[config.mk]
export PLATFORM = sky130hd
export DESIGN_NAME = mem_access_arbiter
export DESIGN_NICKNAME = d
export VERILOG_FILES = /design/src/rtl/mem_ctrl_pkg.sv /design/src/rtl/rr_arbiter.sv /design/src/rtl/mem_access_arbiter.sv
export SDC_FILE = /design/constraint.sdc
export NUM_CORES = 1
export LEC_CHECK = 0
export CAP_MARGIN = 40
export CORE_MARGIN = 4
export CORE_UTILIZATION = 38
export CTS_BUF_LIST = sky130_fd_sc_hd__clkbuf_16
export DETAILED_ROUTE_END_ITERATION = 12
export PLACE_DENSITY = 0.78
export SETUP_SLACK_MARGIN = 0.3
export SLEW_MARGIN = 0
export SYNTH_ARGS = -nofsm -noshare
export SYNTH_HDL_FRONTEND = slang
export SYNTH_HIERARCHICAL = 1
export SYNTH_SLANG_ARGS = --single-unit
[constraint.sdc]
create_clock -name clk -period 1.9 [get_ports clk]
set_clock_uncertainty 0.1 [all_clocks]
set_input_delay 0.38 -clock clk [delete_from_list [all_inputs] [get_ports clk]]
set_output_delay 0.38 -clock clk [all_outputs]
set_load 0.02 [all_outputs]
[src/rtl/mem_ctrl_pkg.sv]
// mem_ctrl_pkg: shared widths, FSM states and command record for the memory access arbiter
package mem_ctrl_pkg;
  localparam int DEF_ADDR_W = 5;
  localparam int DEF_DATA_W = 8;
  typedef enum logic [1:0] {IDLE, ACCESS, RD_WAIT} state_e;
  typedef struct packed {
    logic                  we;
    logic [DEF_ADDR_W-1:0] addr;
    logic [DEF_DATA_W-1:0] wdata;
  } mem_cmd_t;
endpackage

[src/rtl/rr_arbiter.sv]
// rr_arbiter: picks the first set request at or after the pointer, wrapping
module rr_arbiter #(
  parameter int NUM_REQ = 2,
  localparam int IDX_W = $clog2(NUM_REQ)
) (
  input  logic [NUM_REQ-1:0] req_i,
  input  logic [IDX_W-1:0]   ptr_i,
  input  logic               en_i,
  output logic [NUM_REQ-1:0] win_o,
  output logic [IDX_W-1:0]   idx_o
);
  // scan farthest-to-nearest so the nearest set bit overwrites earlier picks
  always_comb begin
    win_o = '0;
    idx_o = '0;
    for (int k = NUM_REQ - 1; k >= 0; k--) begin
      if (en_i && req_i[(int'(ptr_i) + k) % NUM_REQ]) begin
        win_o = '0;
        win_o[(int'(ptr_i) + k) % NUM_REQ] = 1'b1;
        idx_o = IDX_W'((int'(ptr_i) + k) % NUM_REQ);
      end
    end
  end
endmodule

[src/rtl/mem_access_arbiter.sv]
// mem_access_arbiter: round-robin sharing of one single-port memory between NUM_REQ requesters
module mem_access_arbiter
  import mem_ctrl_pkg::*;
#(
  parameter int NUM_REQ  = 2,
  parameter int ADDR_W   = DEF_ADDR_W,
  parameter int DATA_W   = DEF_DATA_W,
  parameter int READ_LAT = 1
) (
  input  logic                      clk,
  input  logic                      rst_n,
  input  logic [NUM_REQ-1:0]        req,
  input  logic [NUM_REQ-1:0]        req_we,
  input  logic [NUM_REQ*ADDR_W-1:0] req_addr,
  input  logic [NUM_REQ*DATA_W-1:0] req_wdata,
  output logic [NUM_REQ-1:0]        gnt,
  output logic [NUM_REQ-1:0]        done,
  output logic [DATA_W-1:0]         rdata,
  output logic [ADDR_W-1:0]         mem_addr,
  output logic [DATA_W-1:0]         mem_data_in,
  output logic                      mem_read,
  output logic                      mem_write,
  input  logic [DATA_W-1:0]         mem_data_out
);
  localparam int IDX_W = $clog2(NUM_REQ);
  localparam int CNT_W = 2;
  state_e             state_q, state_d;
  logic [IDX_W-1:0]   ptr_q, ptr_d, idx_q, idx_d, win_idx;
  logic [CNT_W-1:0]   cnt_q, cnt_d;
  logic               we_q, we_d;
  logic [NUM_REQ-1:0] win, gnt_q, gnt_d, done_q, done_d;
  logic [DATA_W-1:0]  rdata_q, rdata_d, mem_data_in_q, mem_data_in_d;
  logic [ADDR_W-1:0]  mem_addr_q, mem_addr_d;
  logic               mem_read_q, mem_read_d, mem_write_q, mem_write_d;
  logic               grant, rd_last;
  rr_arbiter #(.NUM_REQ(NUM_REQ)) u_rr (
    .req_i (req),
    .ptr_i (ptr_q),
    .en_i  (state_q == IDLE),
    .win_o (win),
    .idx_o (win_idx)
  );
  assign grant   = |win;
  assign rd_last = state_q == RD_WAIT && cnt_q == '0;
  // state and registered outputs; reset aborts any access in flight
  always_ff @(posedge clk or negedge rst_n) begin
    if (!rst_n) begin
      state_q       <= IDLE;
      ptr_q         <= '0;
      idx_q         <= '0;
      cnt_q         <= '0;
      we_q          <= 1'b0;
      gnt_q         <= '0;
      done_q        <= '0;
      rdata_q       <= '0;
      mem_addr_q    <= '0;
      mem_data_in_q <= '0;
      mem_read_q    <= 1'b0;
      mem_write_q   <= 1'b0;
    end else begin
      state_q       <= state_d;
      ptr_q         <= ptr_d;
      idx_q         <= idx_d;
      cnt_q         <= cnt_d;
      we_q          <= we_d;
      gnt_q         <= gnt_d;
      done_q        <= done_d;
      rdata_q       <= rdata_d;
      mem_addr_q    <= mem_addr_d;
      mem_data_in_q <= mem_data_in_d;
      mem_read_q    <= mem_read_d;
      mem_write_q   <= mem_write_d;
    end
  end
  // sequencing: grant in IDLE, one access cycle, then count out the read latency
  always_comb begin
    state_d = state_q;
    ptr_d   = ptr_q;
    idx_d   = idx_q;
    cnt_d   = cnt_q;
    we_d    = we_q;
    case (state_q)
      IDLE: if (grant) begin
        state_d = ACCESS;
        ptr_d   = win_idx == IDX_W'(NUM_REQ - 1) ? '0 : win_idx + 1'b1;
        idx_d   = win_idx;
        we_d    = req_we[win_idx];
      end
      ACCESS: begin
        state_d = we_q ? IDLE : RD_WAIT;
        cnt_d   = CNT_W'(READ_LAT - 1);
      end
      RD_WAIT: begin
        state_d = rd_last ? IDLE : RD_WAIT;
        cnt_d   = rd_last ? cnt_q : cnt_q - 1'b1;
      end
      default: state_d = IDLE;
    endcase
  end
  // next values of the registered outputs; the read strobe spans exactly READ_LAT cycles
  always_comb begin
    gnt_d         = state_q == IDLE ? win : '0;
    done_d        = ((state_q == ACCESS && we_q) || rd_last) ? NUM_REQ'(1) << idx_q : '0;
    mem_write_d   = grant && req_we[win_idx];
    mem_read_d    = grant ? !req_we[win_idx] :
                    state_q == ACCESS ? !we_q && (READ_LAT > 1) :
                    state_q == RD_WAIT && cnt_q > CNT_W'(1);
    mem_addr_d    = grant ? req_addr[int'(win_idx)*ADDR_W +: ADDR_W] : mem_addr_q;
    mem_data_in_d = mem_write_d ? req_wdata[int'(win_idx)*DATA_W +: DATA_W] : mem_data_in_q;
    rdata_d       = rd_last ? mem_data_out : rdata_q;
  end
  assign gnt         = gnt_q;
  assign done        = done_q;
  assign rdata       = rdata_q;
  assign mem_addr    = mem_addr_q;
  assign mem_data_in = mem_data_in_q;
  assign mem_read    = mem_read_q;
  assign mem_write   = mem_write_q;
endmodule

Yosys cells after proc, flatten, opt, wreduce, memory -nomap -nowiden
Cells that the tools add are included.

Register bits: 34. Input bits: 40. Word-level logic and storage cells: 72. Output and inout bits: 27.

Muxes and demuxes: 26. Magnitude comparators: 6. Bitwise gates (word level): 1. $mul: 1. Reduce and logical (&&, ||, !) cells: 16. Shift-type cells: 3. Eq/ne operators: 4. Add/subtract/negate cells: 3.

Operators by type and width (count): 2-to-1 mux 2 bit (8); variable part select 16 x 5 -> 8 bit (1); 2-to-1 mux 1 bit (14); variable part select 10 x 5 -> 5 bit (1); logical AND 1 bit (8); case mux 2 bit (3 select lines) (1); zero test 2 bit (2); less-than comparator 1 x 2 -> 1 bit, second input constant (2); multiplier 1 x 3 -> 4 bit, second input constant (1); != test 2 bit, second input constant (2); case mux 2 bit (2 select lines) (1); AND reduction 2 bit (2); less-than comparator 2 x 3 -> 1 bit, second input constant (1); adder 1 bit, second input constant (2); demux 1 bit (select 1 bit) (2); equality test 2 x 1 -> 1 bit, second input constant (1); equality test 2 bit, second input constant (1); greater-or-equal comparator 2 x 1 -> 1 bit, second input constant (1); > comparator 2 x 1 -> 1 bit, second input constant (1); nonzero test 2 bit (1); OR reduction 2 bit (1); << shifter 1 x 1 -> 2 bit, first input constant (1); subtractor 2 x 1 -> 2 bit, second input constant (1); bitwise AND 1 bit, first input constant (1); 3 further kinds (3).

Longest topological paths before layout
Gate-level depths: netlist of the first run.

Depth after elaboration: 12. Mapped depth: 9. Depth with buffers taken out: 6.

Hierarchy
Netlist of the first run, hierarchy kept.

Modules (own cells, without submodules): mem_access_arbiter (seq. area each 850.8 sq um, times used 1, area an instance 1532.7 sq um, cells an instance 113); rr_arbiter (seq. area each 0.0 sq um, times used 1, area an instance 28.8 sq um, cells an instance 6).

Worst setup path after synthesis of the first run
No wires, ideal clock.

Path kind: reg2reg. Start point: register state_q[0]. End point: register mem_data_in_q[4], in the netlist mem_data_in[4]. Arrival time: 1705 ps. Setup slack: -30 ps. Data required time: 1675 ps. Setup time: 125 ps. Cell stages (with the launch flop): 9. Period minus slack after synthesis: 1930 ps. Path buffers: 3. Path through: dfrtp_1 -> buf_6 -> nor2_4 -> nand2_1 -> a21oi_1 -> buf_6 -> buf_6 -> mux2_2 -> mux2_4.

Longest elaborated chain between the ends: 7. Elaborated cells on any way between the ends: 12. Those cells by class: shift (1); mux (6); reduce/logical (5).

RTL lines: start: declaration (line mem_access_arbiter.sv:27) `state_e state_q, state_d;`; start signal: assignment (line mem_access_arbiter.sv:61) `state_q <= state_d;`; zero test 2 bit (*) (line mem_access_arbiter.sv:39) `.en_i (state_q == IDLE),`; logical AND 1 bit (line rr_arbiter.sv:17) `if (en_i && req_i[(int'(ptr_i) + k) % NUM_REQ]) begin`; 2-to-1 mux 1 bit (line rr_arbiter.sv:17); 2-to-1 mux 1 bit (*) (line rr_arbiter.sv:17); named net win_idx (line mem_access_arbiter.sv:28) `logic [IDX_W-1:0] ptr_q, ptr_d, idx_q, idx_d, win_idx;`; parallel branches: the longest is 3 deep, another holds variable part select 16 x 5 -> 8 bit; end signal: assignment (line mem_access_arbiter.sv:70) `mem_data_in_q <= mem_data_in_d;`; end: declaration (line mem_access_arbiter.sv:32) `logic [DATA_W-1:0] rdata_q, rdata_d, mem_data_in_q, mem_data_in_d;`.

Mark *: on every way through the listed nets, which the timed path passes. The select of a mux whose other input is x is not followed. A chain may end at the register's enable or synchronous reset.

Final worst setup path of the first run
Start point: register state_q[1]. End point: register mem_data_in_q[3], in the netlist mem_data_in[3].

Same word-level chain as after synthesis.

==> flow_metrics.env, run 1 <==
export IMPL_status="finished, final reports clean"
export IMPL_switchingPower_uw=1490
export IMPL_synthesis_nets=161
export IMPL_ctsLongestPathBuffers=2
export IMPL_antenna_diode_count=0
export IMPL_layout_area_seq_um2=851
export IMPL_dp_hpwl_mm=2.90
export IMPL_ys_seq_area_share_pct=54.5
export IMPL_core_area_um2=4000
export IMPL_report_final_hold_viol_count=0
export IMPL_cp_arrival_ns=1.95
export IMPL_synth_cells=119
export IMPL_cts_tree="yes"
export IMPL_internal_power_uw=2740
export IMPL_hold_buffers=0
export IMPL_ctsHtreeMaxLevel=2
export IMPL_dr_total_vias=1260
export IMPL_start_util_pct=39.0
export IMPL_worstPathRequired_ns=1.96
export IMPL_grt_usage_pct=15.8
export IMPL_worst_pin_slew_ns=0.425
export IMPL_p_clk_share_pct=17.4
export IMPL_fin_crit_sh_pct=99.7
export IMPL_yosys_area_top_type="dfrtp_1"
export IMPL_stdcell_count=258
export IMPL_initialDrtViolationCount=34
export IMPL_dr_pass1_iters=5
export IMPL_drt_total_wl_mm=4.01
export IMPL_cts_root_buffer="clkbuf_16"
export IMPL_wl_per_cell_um=15.5
export IMPL_clock_sinks=34
export IMPL_clk_pin_slew_worst_paths_ns=0.05
export IMPL_vdd_drop_max_uv=874
export IMPL_drive_gt1_share_pct=31.7
export IMPL_setup_viol_count_final=0
export IMPL_setup_tns_ns=0
export IMPL_synth_most_common_cell="dfrtp_1"
export IMPL_antenna_found_initial=0
export IMPL_rsz0062_at_grt="true"
export IMPL_maxCapViolations=0
export IMPL_synthTopCellsByCount="dfrtp_1 (34), mux2_2 (18), nand2_1 (8)"
export IMPL_final_cell_area_um2=2680
export IMPL_viasPerCell=4.88
export IMPL_synth_seq_cells=34
export IMPL_fin_nets=249
export IMPL_die_w_um=72.1
export IMPL_grt_pass1_vias=1383
export IMPL_synth_warnings=6
export IMPL_path_class="reg2reg"
export IMPL_p_seq_share_pct=28.9
export IMPL_synth_flop_cell="dfrtp_1"
export IMPL_postRouteAntennaNets=0
export IMPL_cp_end_kind="flop"
export IMPL_power_uw=4230
export IMPL_fin_crit_ns=1.89
export IMPL_port_buffers=66
export IMPL_drc=0
export IMPL_switching_share_pct=35.2
export IMPL_avgSynthCellArea_um2=13.1
export IMPL_drv_slew=0
export IMPL_die_h_um=72.1
export IMPL_io_pins=67
export IMPL_area_growth_pct=71.5
export IMPL_power_density_nw_per_um2=1580
export IMPL_async_flop_share_pct=100
export IMPL_grt_max_degree=35
export IMPL_placed_cell_area_um2=2350
export IMPL_clock_latency_ns=0.27
export IMPL_gp_congestion=0.735
export IMPL_placed_cells=241
export IMPL_synth_area_um2=1560
export IMPL_synth_area_top_cells="dfrtp_1 (54%), mux2_2 (13%), mux2_4 (6.7%)"
export IMPL_synth_top_area_share_pct=54.5
export IMPL_cp_max_fo=5
export IMPL_combPwrFrac_pct=53.7
export IMPL_fmax_mhz=528
export IMPL_rows=23
export IMPL_grt_pass1_wl_mm=6.31
export IMPL_power_leakage_uw=0.00128
export IMPL_startpoint_type="flop"
export IMPL_synth_cell_types=27
export IMPL_multi_input_area_um2=716
export IMPL_worstHoldPathType="reg2reg"
export IMPL_cts_buffers=5
export IMPL_slew_headroom_pct=71.7
export IMPL_final_core_util_pct=66.9
export IMPL_fill_cells=262
export IMPL_overflow=0
export IMPL_die_area_um2=5200
export IMPL_synth_edf_count=0
## cell usage in the layout, fill, tap and decap left out, types with 4 or more instances in the layout
cell type         n
o21ai_1           5
mux2_4           15
clkdlybuf4s50_1  37
mux2i_1           4
buf_6             7
buf_4            10
nand2_1           7
dlygate4sd2_1    29
clkbuf_16         6
inv_1             6
mux2_2           10
dfrtp_1          34
## worst max-delay path, stage by stage (launching register included)
cell and delay, ns:
dfrtp_1 0.40, nor2_4 0.14, nand2_2 0.08, a21oi_4 0.21
mux2i_2 0.31, nor2_4 0.09, clkbuf_16 0.17, mux2_4 0.28
## sequential cells by signal, summed over array words and instances (netlist names)
name,flops
state_q,2
gnt,2
we_q,1
mem_addr,5
rdata,8
ptr_q,1
mem_data_in,8
mem_read,1
mem_write,1
idx_q,1
cnt_q,2
done,2
## per-layer routing
layer	wire [um]	track usage [%]	up-vias
li1	-	-	582
met1	1470	16.9	618
met2	2190	29.0	54
met3	305	4.85	6
met4	53	5.43	0
met5	0	0	-
## cell type report
type | instances | share of cell area (%)
Clock inverter | 3 | 0.421
Inverter | 7 | 0.981
Sequential cell | 34 | 31.8
Timing Repair Buffer | 88 | 33.1
Multi-Input combinational cell | 71 | 26.7
Tap cell | 50 | 2.34
Clock buffer | 5 | 4.67
## stage by stage
stage,worst slack (ns),hold slack [ns]
6_report,0.00590,0.370
5_1_grt,-0.0645,0.399
4_1_cts,0.0427,0.368
3_5_place_dp,-0.305,0.364
3_3_place_gp,-0.242,0.350
2_1_floorplan,0.0315,-0.0156
## worst paths after layout
check                      startpoint        endpoint  slack, ns  cells after the start
setup / recovery           state_q[1]  mem_data_in[3]      0.006                      7
hold / removal                  idx_q         done[0]       0.37                      1
setup reg to reg           state_q[1]  mem_data_in[3]      0.006                      7
hold reg to reg                 idx_q         done[0]       0.37                      1
max in group asynchronous       rst_n      state_q[1]       0.98                      2
min in group asynchronous       rst_n        rdata[0]       0.41                      2
## power groups by stage
stage / logic, uW / clock network [uW] / registers, uW
CTS: 2180 / 743 / 1220
global route: 2420 / 771 / 1260
detailed placement: 2060 / 0 / 1240
finish: 2270 / 737 / 1220
floorplan: 848 / 0 / 1550
global placement: 2000 / 0 / 1220
## what timing repair did
item                                    4_1_cts  5_1_grt
endpoints found under the setup margin       45       30
gates resized for setup                      57       12
setup buffers                                 4        3
pin swaps                                     5        3
cloned                                        2        0
## cell families after synthesis
| kind of cell | Yosys count | synth area share, % |
|---|---|---|
| compound gates | 17 | 6.81 |
| fa+ha+maj | 2 | 1.60 |
| buf+inv | 14 | 5.61 |
| flops | 34 | 54.5 |
| mux | 32 | 24.2 |
| simple gates | 20 | 7.29 |
Power figures use the tool's default switching activity.
==> inputs of run 2 (changes only) <==
--- a/config.mk
+++ b/config.mk
@@ -5,7 +5,7 @@
 export SDC_FILE = /design/constraint.sdc
 export NUM_CORES = 1
 export LEC_CHECK = 0
-export CAP_MARGIN = 40
+export CAP_MARGIN = 20
 export CORE_MARGIN = 4
 export CORE_UTILIZATION = 38
 export CTS_BUF_LIST = sky130_fd_sc_hd__clkbuf_16
==> results of run 2 <==
No change in the layout: final DEF, timing and power equal those of run 1.
